`src/rtl/rc4_pkg.sv`:
```
// Shared types and sizes for the RC4 key-scheduling datapath.
// The S-memory is a 256x8 single-port array with registered read data.
package rc4_pkg;
  localparam int S_SIZE    = 256;
  localparam int ADDR_W    = 8;
  localparam int DATA_W    = 8;
  localparam int KEY_BYTES = 3;

  typedef logic [ADDR_W-1:0] s_addr_t;
  typedef logic [DATA_W-1:0] s_data_t;

  typedef enum logic [3:0] {
    IDLE,
    READ_I,
    WAIT_I,
    LATCH_I,
    READ_J,
    WAIT_J,
    LATCH_J,
    WRITE_I,
    WRITE_J,
    DONE
  } ksa_state_t;
endpackage

```
`src/rtl/ksa_shuffler.sv`:
```
// RC4 KSA swap pass: for i=0..255, j += S[i] + key[i mod KEY_BYTES], swap S[i], S[j].
// Drives the single-port S-memory directly; each iteration takes eight cycles.
//   state   | meaning
//   IDLE    | wait for start, latch key, clear i/j/kidx
//   READ_I  | present address i
//   WAIT_I  | hold address i while memory reads
//   LATCH_I | capture S[i], update j
//   READ_J  | present updated j
//   WAIT_J  | hold address j while memory reads
//   LATCH_J | capture S[j]
//   WRITE_I | S[i] <= old S[j]
//   WRITE_J | S[j] <= old S[i], advance i or finish
//   DONE    | finished held until start drops
module ksa_shuffler
  import rc4_pkg::*;
#(
  parameter int KEY_BYTES = rc4_pkg::KEY_BYTES,
  parameter int ADDR_W    = rc4_pkg::ADDR_W,
  parameter int DATA_W    = rc4_pkg::DATA_W
) (
  input  logic                   clk,
  input  logic                   reset_n,
  input  logic                   start,
  input  logic [8*KEY_BYTES-1:0] secret_key,
  input  logic [DATA_W-1:0]      q,
  output logic [ADDR_W-1:0]      address,
  output logic [DATA_W-1:0]      data,
  output logic                   write_enable,
  output logic                   finished
);
  localparam int KIDX_W = (KEY_BYTES > 1) ? $clog2(KEY_BYTES) : 1;

  ksa_state_t               state_q, state_d;
  logic [ADDR_W-1:0]        i_q, i_d, j_q, j_d;
  logic [KIDX_W-1:0]        kidx_q, kidx_d;
  logic [DATA_W-1:0]        si_q, si_d, sj_q, sj_d;
  logic [8*KEY_BYTES-1:0]   key_q, key_d;

  // Byte 0 sits in the most significant byte of the key vector.
  function automatic logic [7:0] key_byte(input logic [8*KEY_BYTES-1:0] k,
                                          input logic [KIDX_W-1:0]      idx);
    key_byte = k[8*(KEY_BYTES-1-int'(idx)) +: 8];
  endfunction

  always_ff @(posedge clk or negedge reset_n) begin
    if (!reset_n) begin
      state_q <= IDLE;
      i_q     <= '0;
      j_q     <= '0;
      kidx_q  <= '0;
      si_q    <= '0;
      sj_q    <= '0;
      key_q   <= '0;
    end else begin
      state_q <= state_d;
      i_q     <= i_d;
      j_q     <= j_d;
      kidx_q  <= kidx_d;
      si_q    <= si_d;
      sj_q    <= sj_d;
      key_q   <= key_d;
    end
  end

  always_comb begin
    state_d      = state_q;
    i_d          = i_q;
    j_d          = j_q;
    kidx_d       = kidx_q;
    si_d         = si_q;
    sj_d         = sj_q;
    key_d        = key_q;
    address      = '0;
    data         = '0;
    write_enable = 1'b0;
    finished     = 1'b0;
    unique case (state_q)
      IDLE: begin
        if (start) begin
          key_d   = secret_key;
          i_d     = '0;
          j_d     = '0;
          kidx_d  = '0;
          state_d = READ_I;
        end
      end
      READ_I: begin
        address = i_q;
        state_d = WAIT_I;
      end
      WAIT_I: begin
        address = i_q;
        state_d = LATCH_I;
      end
      LATCH_I: begin
        address = i_q;
        si_d    = q;
        j_d     = j_q + ADDR_W'(q) + ADDR_W'(key_byte(key_q, kidx_q));
        state_d = READ_J;
      end
      READ_J: begin
        address = j_q;
        state_d = WAIT_J;
      end
      WAIT_J: begin
        address = j_q;
        state_d = LATCH_J;
      end
      LATCH_J: begin
        address = j_q;
        sj_d    = q;
        state_d = WRITE_I;
      end
      WRITE_I: begin
        address      = i_q;
        data         = sj_q;
        write_enable = 1'b1;
        state_d      = WRITE_J;
      end
      WRITE_J: begin
        address      = j_q;
        data         = si_q;
        write_enable = 1'b1;
        if (i_q == '1) begin
          state_d = DONE;
        end else begin
          i_d     = i_q + 1'b1;
          kidx_d  = (kidx_q == KIDX_W'(KEY_BYTES-1)) ? '0 : kidx_q + 1'b1;
          state_d = READ_I;
        end
      end
      DONE: begin
        finished = 1'b1;
        if (!start) state_d = IDLE;
      end
      default: state_d = IDLE;
    endcase
  end
endmodule

```
`config.mk`:
```
export PLATFORM = sky130hd
export DESIGN_NAME = ksa_shuffler
export DESIGN_NICKNAME = d
export VERILOG_FILES = /design/src/rtl/rc4_pkg.sv /design/src/rtl/ksa_shuffler.sv
export SDC_FILE = /design/constraint.sdc
export NUM_CORES = 1
export LEC_CHECK = 0
export BUFFER_PORTS_ARGS = -buffer_cell sky130_fd_sc_hd__buf_2
export CAP_MARGIN = 20
export CORE_ASPECT_RATIO = 0.7
export CORE_MARGIN = 10
export CORE_UTILIZATION = 45
export CTS_CLUSTER_DIAMETER = 200
export DETAILED_ROUTE_END_ITERATION = 6
export MAX_ROUTING_LAYER = met4
export PLACE_DENSITY = 0.65
export RECOVER_POWER = 25
export SETUP_SLACK_MARGIN = 0.3
export SLEW_MARGIN = 10
export SYNTH_ARGS = -nofsm -noshare
export SYNTH_HDL_FRONTEND = slang
export SYNTH_SLANG_ARGS = --single-unit
```
`constraint.sdc`:
```
create_clock -name clk -period 6.4 [get_ports clk]
set_input_delay 1.92 -clock clk [delete_from_list [all_inputs] [get_ports clk]]
set_output_delay 1.92 -clock clk [all_outputs]
set_load 0.02 [all_outputs]
```
==> results by group, run 1 <==
Run status
  – Outcome: finished, final reports clean

Timing
  – Final period util: between 60% and 70%
  – Setup TNS Final: 0 ns
  – Max Clock Freq: between 200 and 250 MHz
  – Slew Limit Fails: 0
  – Final hold viol count: 0
  – RSZ-0062 raised after global routing: no
  – Final setup vio count: 0
  – Skew final: slightly above 0.009 ns
  – Worst slew margin: 13.65%
  – Post-layout min period: 4.035 ns
  – Slew @ Worst Pin: 1.293 ns

Synthesis
  – Syn Area/Cell: 9.430 sq um
  – Flop and latch count out of synthesis: 62
  – Yosys warning count: 0
  – Number of synthesized flops with an enable pin: 0
  – Async SR Flop Fraction: 100.0%
  – Seq/Total Area, Yosys: 44.59%
  – Count of cell types in the netlist: 45
  – Cell Area, Synth: 3480 sq um
  – Synth Instances: 369
  – Mapped Nets: 422
  – Post-synth top flop: dfrtp_1

Floorplanning
  – Core ar.: 7417 sq um
  – Die Width: 125.1 um
  – Die height: ~94 um
  – I/O pin cnt: 53
  – Site row count: 26
  – Initial core utilization: 46.91%
  – Die area: between 10000 and 15000 sq um

Cells and area
  – Fin nets: 469
  – Area growth syn-to-layout: 15.32%
  – Diode count: 0
  – Layout cells sized above 1: 19.71%

Power
  – Static Leakage: 1.963 nW
  – Net Sw Frac: 41.19%
  – Combinational Power Share: 47.6%
  – Sequential Power Share: 34.6%
  – Peak VDD IR: 0.2425 mV
  – Total power: 2.092 mW
  – Switching Power: roughly 0.86 mW
  – Power Density: 521.4 nW/um^2
  – Internal: 1.230 mW
  – Clock power frac: 17.8%

Setup path
  – CP startpoint: state_q[2]$_DFFE_PN0P_
  – Startpoint Class: flip-flop
  – CP max stage cell: a21oi_1
  – Worst EP required: 4.48 ns
  – R2R Path Start: kidx_q[0]$_DFFE_PN0P_
  – Worst Setup End Kind: output pin
  – CP cell instances: inv_1 -> a21oi_1 -> a22oi_1 -> o22ai_1 -> buf_2
  – WS Path Type: reg -> out
  – Crit-path max cell delay: roughly 0.57 ns
  – Crit-path max FO: 9
  – WP data arrival: about 2.1 ns

Placement
  – IO Port Bufs: 52
  – Gp weighted congestion: between 0.8 and 0.9
  – Dpl hpwl: slightly below 6000 um

GRT
  – GRT overflow: 0
  – First-pass GRT wire length: 13840 um
  – Vias in the first global route: 2797
  – GRT Util Overall: 14.63%
  – Largest net degree at the start of global routing: between 60 and 70
  – Initial antenna violation count: 0

Drt
  – Vias per std cell: about 5.3
  – Routed WL per cell: 15.82 um
  – Final WL: 8210 um
  – DRC viols: 0
  – Via count: 2775
  – Detail Route Antenna Nets: 0
  – 1st-iter DRT viols: 187
  – DRT Pass-1 Iters: 4

CTS
  – CTS max path bufs: 2
  – Num CTS Buffers: 9
  – CTS tree: done
  – CTS H-tree depth: 3
  – Hold_buf cts: 0
  – Reg clk slew, reported paths: 0.07 ns
  – Post-CTS setup buffer count: 0
  – Clock Sinks: 62
  – Worst skew pair latency: approximately 0.34 ns
  – Root Driver: clkbuf_8
  – Post-CTS sizing: 0

Flow run
  – Max-cap violation count: 0

Worst hold path
  – HP Start: key_q[4]$_DFFE_PN0P_
  – HP Class: reg -> reg
-- worst paths after layout --
path | end | slack (ns) | depth (start not counted)
max in group asynchronous | j_q[4]$_DFFE_PN0P_ | 4.12 | 2
min reg2reg | key_q[4]$_DFFE_PN0P_ | 0.48 | 2
min in group asynchronous | key_q[14]$_DFFE_PN0P_ | 1.76 | 2
min | key_q[4]$_DFFE_PN0P_ | 0.48 | 2
max | address[4] | 2.36 | 5
max reg2reg | j_q[7]$_DFFE_PN0P_ | 2.43 | 15
-- cell usage after synthesis (all sizes together) (8+ instances only) --
master  instances  share of area (%)
fa              8                4.6
ha             10                3.6
a22oi           8                1.7
a21oi           8                1.2
nand3          14                2.0
o21ai          20                2.9
a22o           11                2.8
mux2           15                4.9
dfrtp          62                 45
nand2          87                9.4
mux2i           8                2.3
clkbuf         15                1.6
nor2           21                2.3
inv            20                2.2
-- power groups by stage --
| stage | clock network [mW] | logic (mW) | registers (mW) |
|---|---|---|---|
| 4_1_cts | 0.380 | 0.987 | 0.721 |
| 6_report | 0.372 | 0.997 | 0.723 |
| 3_3_place_gp | 0 | 0.944 | 0.724 |
| 3_5_place_dp | 0 | 0.979 | 0.727 |
| 2_1_floorplan | 0 | 0.801 | 0.654 |
| 5_1_grt | 0.395 | 1.13 | 0.750 |
-- cell type report --
type,instances,area (sq um)
Timing Repair Buffer,56,295.3
Clock buffer,13,178.9
Multi-Input combinational cell,267,1749
Inverter,20,75.07
Fill cell,681,3405
Clock inverter,3,40.04
Tap cell,98,122.6
Sequential cell,62,1551
-- layer usage --
layer	vias up	GRT usage (%)	wire (um)
li1	1362	-	-
met1	1342	19.63	4163
met2	69	21.08	3634
met3	2	4.287	386
met4	0	3.824	25
met5	-	-	0
-- kinds of logic (layout without fill, tap and decap cells) --
kind of cell               Yosys count  in the layout  share of synthesized area (%)
AOI/OAI and AO/OA                   72             72                          13.92
xor gates and xnor gates             9              9                          2.265
adders and majority gates           19             19                          8.486
buffers and inverters               40             92                          4.998
DFF                                 62             62                          44.59
muxes                               23             23                          7.156
and+or+nand+nor                    144            144                          18.59
-- per-stage QoR --
| stage | cell area (sq um) | cells | utilization (%) | hold WS (ns) | worst slack [ns] |
|---|---|---|---|---|---|
| final | 4013 | 519 | 54.10 | 0.4780 | 2.365 |
| after global routing | 4013 | 519 | 54.10 | 0.4961 | 2.126 |
| after CTS | 3998 | 517 | 53.90 | 0.4789 | 2.332 |
| after detailed placement | 3779 | 501 | 50.94 | 0.4625 | 2.389 |
| after global placement | 3779 | 501 | 50.94 | 0.4643 | 2.450 |
| after floorplan | 3480 | 369 | - | 0.4376 | 2.683 |
-- worst max-delay path: cells and delay by family, from the launching register on --
family	cells	cell delay, ns
DFF	1	0.47
AOI/OAI and AO/OA	3	0.97
buffers and inverters	2	0.34
-- cell usage in the layout (no fill, tap or decap), drive strengths merged, types with 2 or more instances in the layout --
master  Yosys  layout
a211oi      3       3
clkbuf     15      21
nor2       21      21
o21a        3       3
mux2       15      15
buf         5      48
nor3b       4       4
a22oi       8       8
and3        2       2
fa          8       8
a22o       11      11
xor2        2       2
clkinv      0       2
o21ai      20      20
a31oi       5       5
xnor2       7       7
a21o        3       3
o22ai       4       4
ha         10      10
nor3        2       2
o31ai       2       2
nand3      14      14
nand2      87      87
or4         3       3
or2         2       2
inv        20      20
mux2i       8       8
dfrtp      62      62
a21oi       8       8
nand2b      4       4
-- sequential cells by signal (all words and copies together) (netlist names) --
signal,count
i_q,8
j_q,8
key_q,24
kidx_q,2
si_q,8
sj_q,8
state_q,4
(Power assumes the default switching activity.)
==> run 2, diff against run 1 <==
- clock period: 6.4 -> 3.95 ns (I/O delays scaled with it)
==> run 2 against run 1 <==
  * Sequential share of layout area rose by 0.65 points
  * Via count fell by 1.2%
  * First-iteration DRC count fell by 4.8%
  * Sequential power rose by 59%
  * Critical endpoint is now address[0]
  * Largest cell class unchanged
  * Highest routed layer unchanged
==> results by group, run 2 (same netlist as run 1, synthesis figures left out) <==
Power
  – Switching Power: around 1.4 mW
  – Net Sw Frac: around 42%
  – Power Density: 813.2 nW/um^2
  – Peak VDD IR: 0.3291 mV
  – Sequential Power Share: 35.9%
  – Combinational Power Share: 49.4%
  – Static Leakage: 1.943 nW
  – Internal: approximately 1.9 mW
  – Clock power frac: 14.8%

CTS
  – Post-CTS sizing: 0
  – Clock Sinks: 62
  – Hold_buf cts: 0
  – Reg clk slew, reported paths: roughly 0.060 ns
  – Post-CTS setup buffer count: 0
  – Num CTS Buffers: 9
  – CTS H-tree depth: 3
  – Root Driver: clkbuf_8
  – CTS tree: done
  – Worst skew pair latency: 0.36 ns
  – CTS max path bufs: 2

Drt
  – DRC viols: 0
  – Routed WL per cell: 15.44 um
  – Vias per std cell: 5.295
  – Via count: 2743
  – DRT Pass-1 Iters: 6
  – 1st-iter DRT viols: 178
  – Final WL: 7999 um
  – Detail Route Antenna Nets: 0

Floorplanning
  – Die height: approximately 94 um
  – Core ar.: approximately 7400 sq um
  – I/O pin cnt: between 50 and 60
  – Site row count: 26
  – Initial core utilization: 46.91%
  – Die Width: 125.1 um
  – Die area: 11710 sq um

Cells and area
  – Top reg by flops: key_q
  – Commonest cells after routing, fill and taps aside: nand2_1, dfrtp_1, buf_2
  – Final non-filler cell total: 518
  – Diode count: 0
  – Commonest non-fill, non-tap cell in the layout: nand2_1
  – Max FFs per register: 24
  – Layout cells sized above 1: roughly a fifth
  – Area growth syn-to-layout: 13.41%
  – Fillcell total: about 700
  – Fin nets: 470

Run status
  – Outcome: finished, final reports clean

Setup path
  – R2R setup slack: 0.63 ns
  – Crit-path max FO: 9
  – Startpoint Class: flip-flop
  – CP max stage cell: a21oi_1
  – Worst Setup End Kind: output pin
  – CP cell instances: inv_1 -> a21oi_1 -> a22oi_1 -> o21ai_0 -> buf_2
  – Crit-path max cell delay: 0.61 ns
  – WP data arrival: 2.21 ns
  – CP startpoint: state_q[2]$_DFFE_PN0P_
  – Crit Reg-Reg Endpoint: j_q[7]$_DFFE_PN0P_
  – Worst EP required: 2.76 ns
  – R2R Path Start: kidx_q[1]$_DFFE_PN0P_
  – WS Path Type: reg -> out
  – Worst r2r path cells: 15
  – CP Capture Point: address[0]

Timing
  – Worst slew margin: under 10%
  – Post-layout min period: 3.390 ns
  – Worst Hold Margin: about 0.47 ns
  – Skew final: 0.01119 ns
  – Final setup vio count: 0
  – Final hold viol count: 0
  – RSZ-0062 raised after global routing: no
  – Slew @ Worst Pin: 1.444 ns
  – Setup TNS Final: 0 ns
  – Max Clock Freq: 294.9 MHz
  – Slew Limit Fails: 0
  – Final worst slack: 0.5595 ns
  – Final period util: 85.83%

Placement
  – IO Port Bufs: 52
  – Placed insts: around 500
  – Pre-CTS setup slack: 0.6096 ns
  – Gp weighted congestion: 0.8649
  – Dpl hpwl: 5966 um

Worst hold path
  – HP Class: reg -> reg
  – HP Start: key_q[14]$_DFFE_PN0P_

GRT
  – Largest net degree at the start of global routing: 38
  – Vias in the first global route: 2765
  – Initial antenna violation count: 0
  – GRT Util Overall: 14.58%
  – First-pass GRT wire length: approximately 14000 um
  – GRT overflow: 0

Flow run
  – Max-cap violation count: 0
## run 2: changes by cell type in the layout (fill, tap and decap cells not counted), sizes merged
cell / delta
buf: +6
bufinv: -1
clkbuf: -6
## run 2: routing by layer
layer  global-route usage (%)  part of all wire (%)  up-vias
met3                    4.456                   4.2        9
met5                        -                     0        -
met1                    19.04                    50     1324
met2                    21.25                    45       47
met4                    4.493                   1.1        0
li1                         -                     -     1363
## run 2: how the worst min path moves through the flow
stage | end | cells past startpoint
2_1_floorplan | key_q[22]$_DFFE_PN0P_ | 2
3_3_place_gp | key_q[15]$_DFFE_PN0P_ | 2
3_5_place_dp | key_q[14]$_DFFE_PN0P_ | 2
4_1_cts | key_q[14]$_DFFE_PN0P_ | 2
5_1_grt | key_q[11]$_DFFE_PN0P_ | 2
6_report | key_q[14]$_DFFE_PN0P_ | 2
## run 2: power groups by stage
stage	clock network, mW	logic, mW	registers, mW
6_report	0.474	1.58	1.15
3_5_place_dp	0	1.60	1.17
5_1_grt	0.518	1.81	1.20
4_1_cts	0.486	1.60	1.15
3_3_place_gp	0	1.54	1.15
2_1_floorplan	0	1.30	1.06
## run 2: critical path, delay by kind of cell (launching register included)
family                 cells  cell delay, ns
AO/OA/AOI/OAI              3            1.05
buffers and inverters      2            0.34
flip-flops                 1            0.46
## run 2: metrics by stage
stage / util (%) / power [mW] / cell area, sq um
after floorplan: - / 2.359 / 3481
after global placement: 51.15 / 2.698 / 3794
after detailed placement: 51.15 / 2.761 / 3794
after CTS: 53.24 / 3.244 / 3949
after global routing: 53.21 / 3.528 / 3946
final: 53.21 / 3.209 / 3946
## run 2: area by class of cell
class | instances | area, sq um | share of cell area [%]
timing repair buffer | 57 | 291.5 | 7.387
sequential | 62 | 1551 | 39.32
clock buffer | 12 | 145.1 | 3.678
clock inverter | 2 | 10.01 | 0.2536
inverter | 20 | 75.07 | 1.902
multi-input combinational | 267 | 1750 | 44.36
tap | 98 | 122.6 | 3.107
==> run 3, diff against run 2 <==
- clock period: 3.95 -> 3.3 ns (I/O delays scaled with it)
==> run 3 against run 2 <==
  * Combinational power increased by 29%
  * Routed wire length increased by 3.8%
  * Clock skew decreased by 0.0020 ns
  * Critical path depth increased by 10
  * Total power increased by 26%
  * Global-route usage increased by 0.45 points
  * Sequential share of layout area decreased by 1.3 points
  * Cell count increased by 2.1%
  * Critical endpoint is now j_q[7]$_DFFE_PN0P_
==> results by group, run 3 (same netlist as run 1, synthesis figures left out) <==
Run status
  – Outcome: finished, final reports clean

GRT
  – Vias in the first global route: roughly 2900
  – GRT overflow: 0
  – GRT Util Overall: 15.03%
  – First-pass GRT wire length: around 14000 um
  – Initial antenna violation count: 0
  – Largest net degree at the start of global routing: 30

Worst hold path
  – Worst hold path depth: 2
  – HP Class: reg -> reg
  – Endpoint, Worst Hold: key_q[22]$_DFFE_PN0P_
  – HP Start: key_q[22]$_DFFE_PN0P_

Cells and area
  – Max FFs per register: 24
  – Top reg by flops: key_q
  – Layout cells sized above 1: a little over a quarter
  – Storage element area: between 1500 and 2000 sq um
  – Diode count: 0
  – Commonest non-fill, non-tap cell in the layout: nand2_1
  – Fin nets: 479
  – Area growth syn-to-layout: 17.69%
  – Final non-filler cell total: 529
  – Fillcell total: a little over 700
  – Area of the multi-input gates: 1793 sq um
  – Commonest cells after routing, fill and taps aside: nand2_1, dfrtp_1, buf_2

Drt
  – Via count: ~2800
  – Detail Route Antenna Nets: 0
  – DRT Pass-1 Iters: 4
  – Final WL: 8305 um
  – Routed WL per cell: 15.70 um
  – 1st-iter DRT viols: around 210
  – DRC viols: 0
  – Vias per std cell: 5.329

Timing
  – Slew Limit Fails: 0
  – Final worst slack: ~0.25 ns
  – Post-layout min period: 3.050 ns
  – RSZ-0062 raised after global routing: yes
  – Slew @ Worst Pin: 1.262 ns
  – Skew final: 0.009234 ns
  – Final hold viol count: 0
  – Setup TNS Final: 0 ns
  – Final period util: 92.41%
  – Max Clock Freq: 327.9 MHz
  – Final setup vio count: 0
  – Worst slew margin: 15.86%

CTS
  – CTS tree: done
  – Num CTS Buffers: 9
  – Root Driver: clkbuf_8
  – Clock Sinks: 62
  – Worst skew pair latency: around 0.34 ns
  – CTS H-tree depth: 3
  – Reg clk slew, reported paths: 0.07 ns
  – Hold_buf cts: 0
  – CTS max path bufs: 2

Floorplanning
  – Site row count: 26
  – Die area: 11710 sq um
  – Die height: 93.57 um
  – Die Width: approximately 130 um
  – Initial core utilization: between 40% and 50%
  – I/O pin cnt: 53
  – Core ar.: roughly 7400 sq um

Setup path
  – Worst r2r path cells: 15
  – CP cell instances: inv_2 -> ha_4 -> mux2i_1 -> nor2_1 -> a31oi_1 -> nor2_1 -> fa_1 -> ha_2 -> inv_1 -> fa_2 -> nor2b_2 -> o31a_1 -> o22ai_2 -> xnor2_1 -> o21ai_1
  – CP max stage cell: fa_1
  – WP data arrival: ~3.3 ns
  – Most frequent CP cell: nor2_1
  – Worst Setup End Kind: flip-flop
  – WP buf/inv: 2
  – Crit Reg-Reg Endpoint: j_q[7]$_DFFE_PN0P_
  – Startpoint Class: flip-flop
  – CP startpoint: kidx_q[1]$_DFFE_PN0P_
  – WS Path Type: reg -> reg
  – Crit-path max FO: 7
  – R2R Path Start: kidx_q[1]$_DFFE_PN0P_
  – Crit-path max cell delay: ~0.5 ns
  – Worst EP required: 3.51 ns
  – Cell family with most CP delay: adder cells
  – R2R setup slack: 0.25 ns

Placement
  – Placed insts: 509
  – Gp weighted congestion: 0.8433
  – Dpl hpwl: 6185 um
  – IO Port Bufs: 52
  – Pre-CTS setup slack: about 0.16 ns

Power
  – Peak VDD IR: about 0.49 mV
  – Power Density: roughly 1000 nW/um^2
  – Total power: between 4 and 5 mW
  – Static Leakage: between 2 and 2.5 nW

Flow run
  – Max-cap violation count: 0
run 3: cell count changes in the layout (fill, tap and decap cells not counted), sizes merged:
cell,previous run,this run
buf,54,64
clkinvlp,0,1
run 3: worst max path at each step:
stage / endpoint / slack (ns) / cells past startpoint
after floorplan: j_q[7]$_DFFE_PN0P_ / 0.14 / 17
after global placement: j_q[7]$_DFFE_PN0P_ / 0.22 / 15
after detailed placement: j_q[7]$_DFFE_PN0P_ / 0.16 / 15
after CTS: j_q[7]$_DFFE_PN0P_ / 0.27 / 14
after global routing: j_q[7]$_DFFE_PN0P_ / 0.07 / 15
final: j_q[7]$_DFFE_PN0P_ / 0.25 / 15
run 3: per-layer routing:
layer | routed length (um) | vias to the layer above | GRT usage (%)
met3 | 381 | 6 | 3.779
li1 | - | 1369 | -
met2 | 3693 | 59 | 21.69
met4 | 46 | 0 | 3.728
met1 | 4182 | 1385 | 20.60
met5 | 0 | - | -
run 3: worst min-delay path, stage by stage, from the launching register on:
cell and delay, ns:
dfrtp_1 0.34, nand2_1 0.05, nand2_1 0.05
run 3: cell type report:
class                      instances  share of cell area [%]
timing repair buffer              66                   8.799
multi-input combinational        267                   43.78
clock inverter                     3                  0.4277
tap                               98                   2.994
sequential                        62                   37.98
inverter                          20                   1.894
clock buffer                      13                   4.125
run 3: power breakdown:
| part | switching, mW | internal [mW] |
|---|---|---|
| clock network | 0.293 | 0.332 |
| registers | 0.291 | 1.10 |
| logic | 1.11 | 0.930 |
run 3: per-stage QoR:
| step | hold WS (ns) | cell area (sq um) | util (%) |
|---|---|---|---|
| CTS | 0.4714 | 4066 | 54.82 |
| finish | 0.4693 | 4095 | 55.21 |
| floorplan | 0.4376 | 3531 | - |
| detailed placement | 0.4551 | 3860 | 52.04 |
| global route | 0.5014 | 4095 | 55.21 |
| global placement | 0.4593 | 3860 | 52.04 |
run 3: timing repair:
item / 4_1_cts / 5_1_grt
resized for setup: 3 / 10
buffers inserted: 2 / 2
pin swaps: 3 / 6
endpoints found under the setup margin: 16 / 12
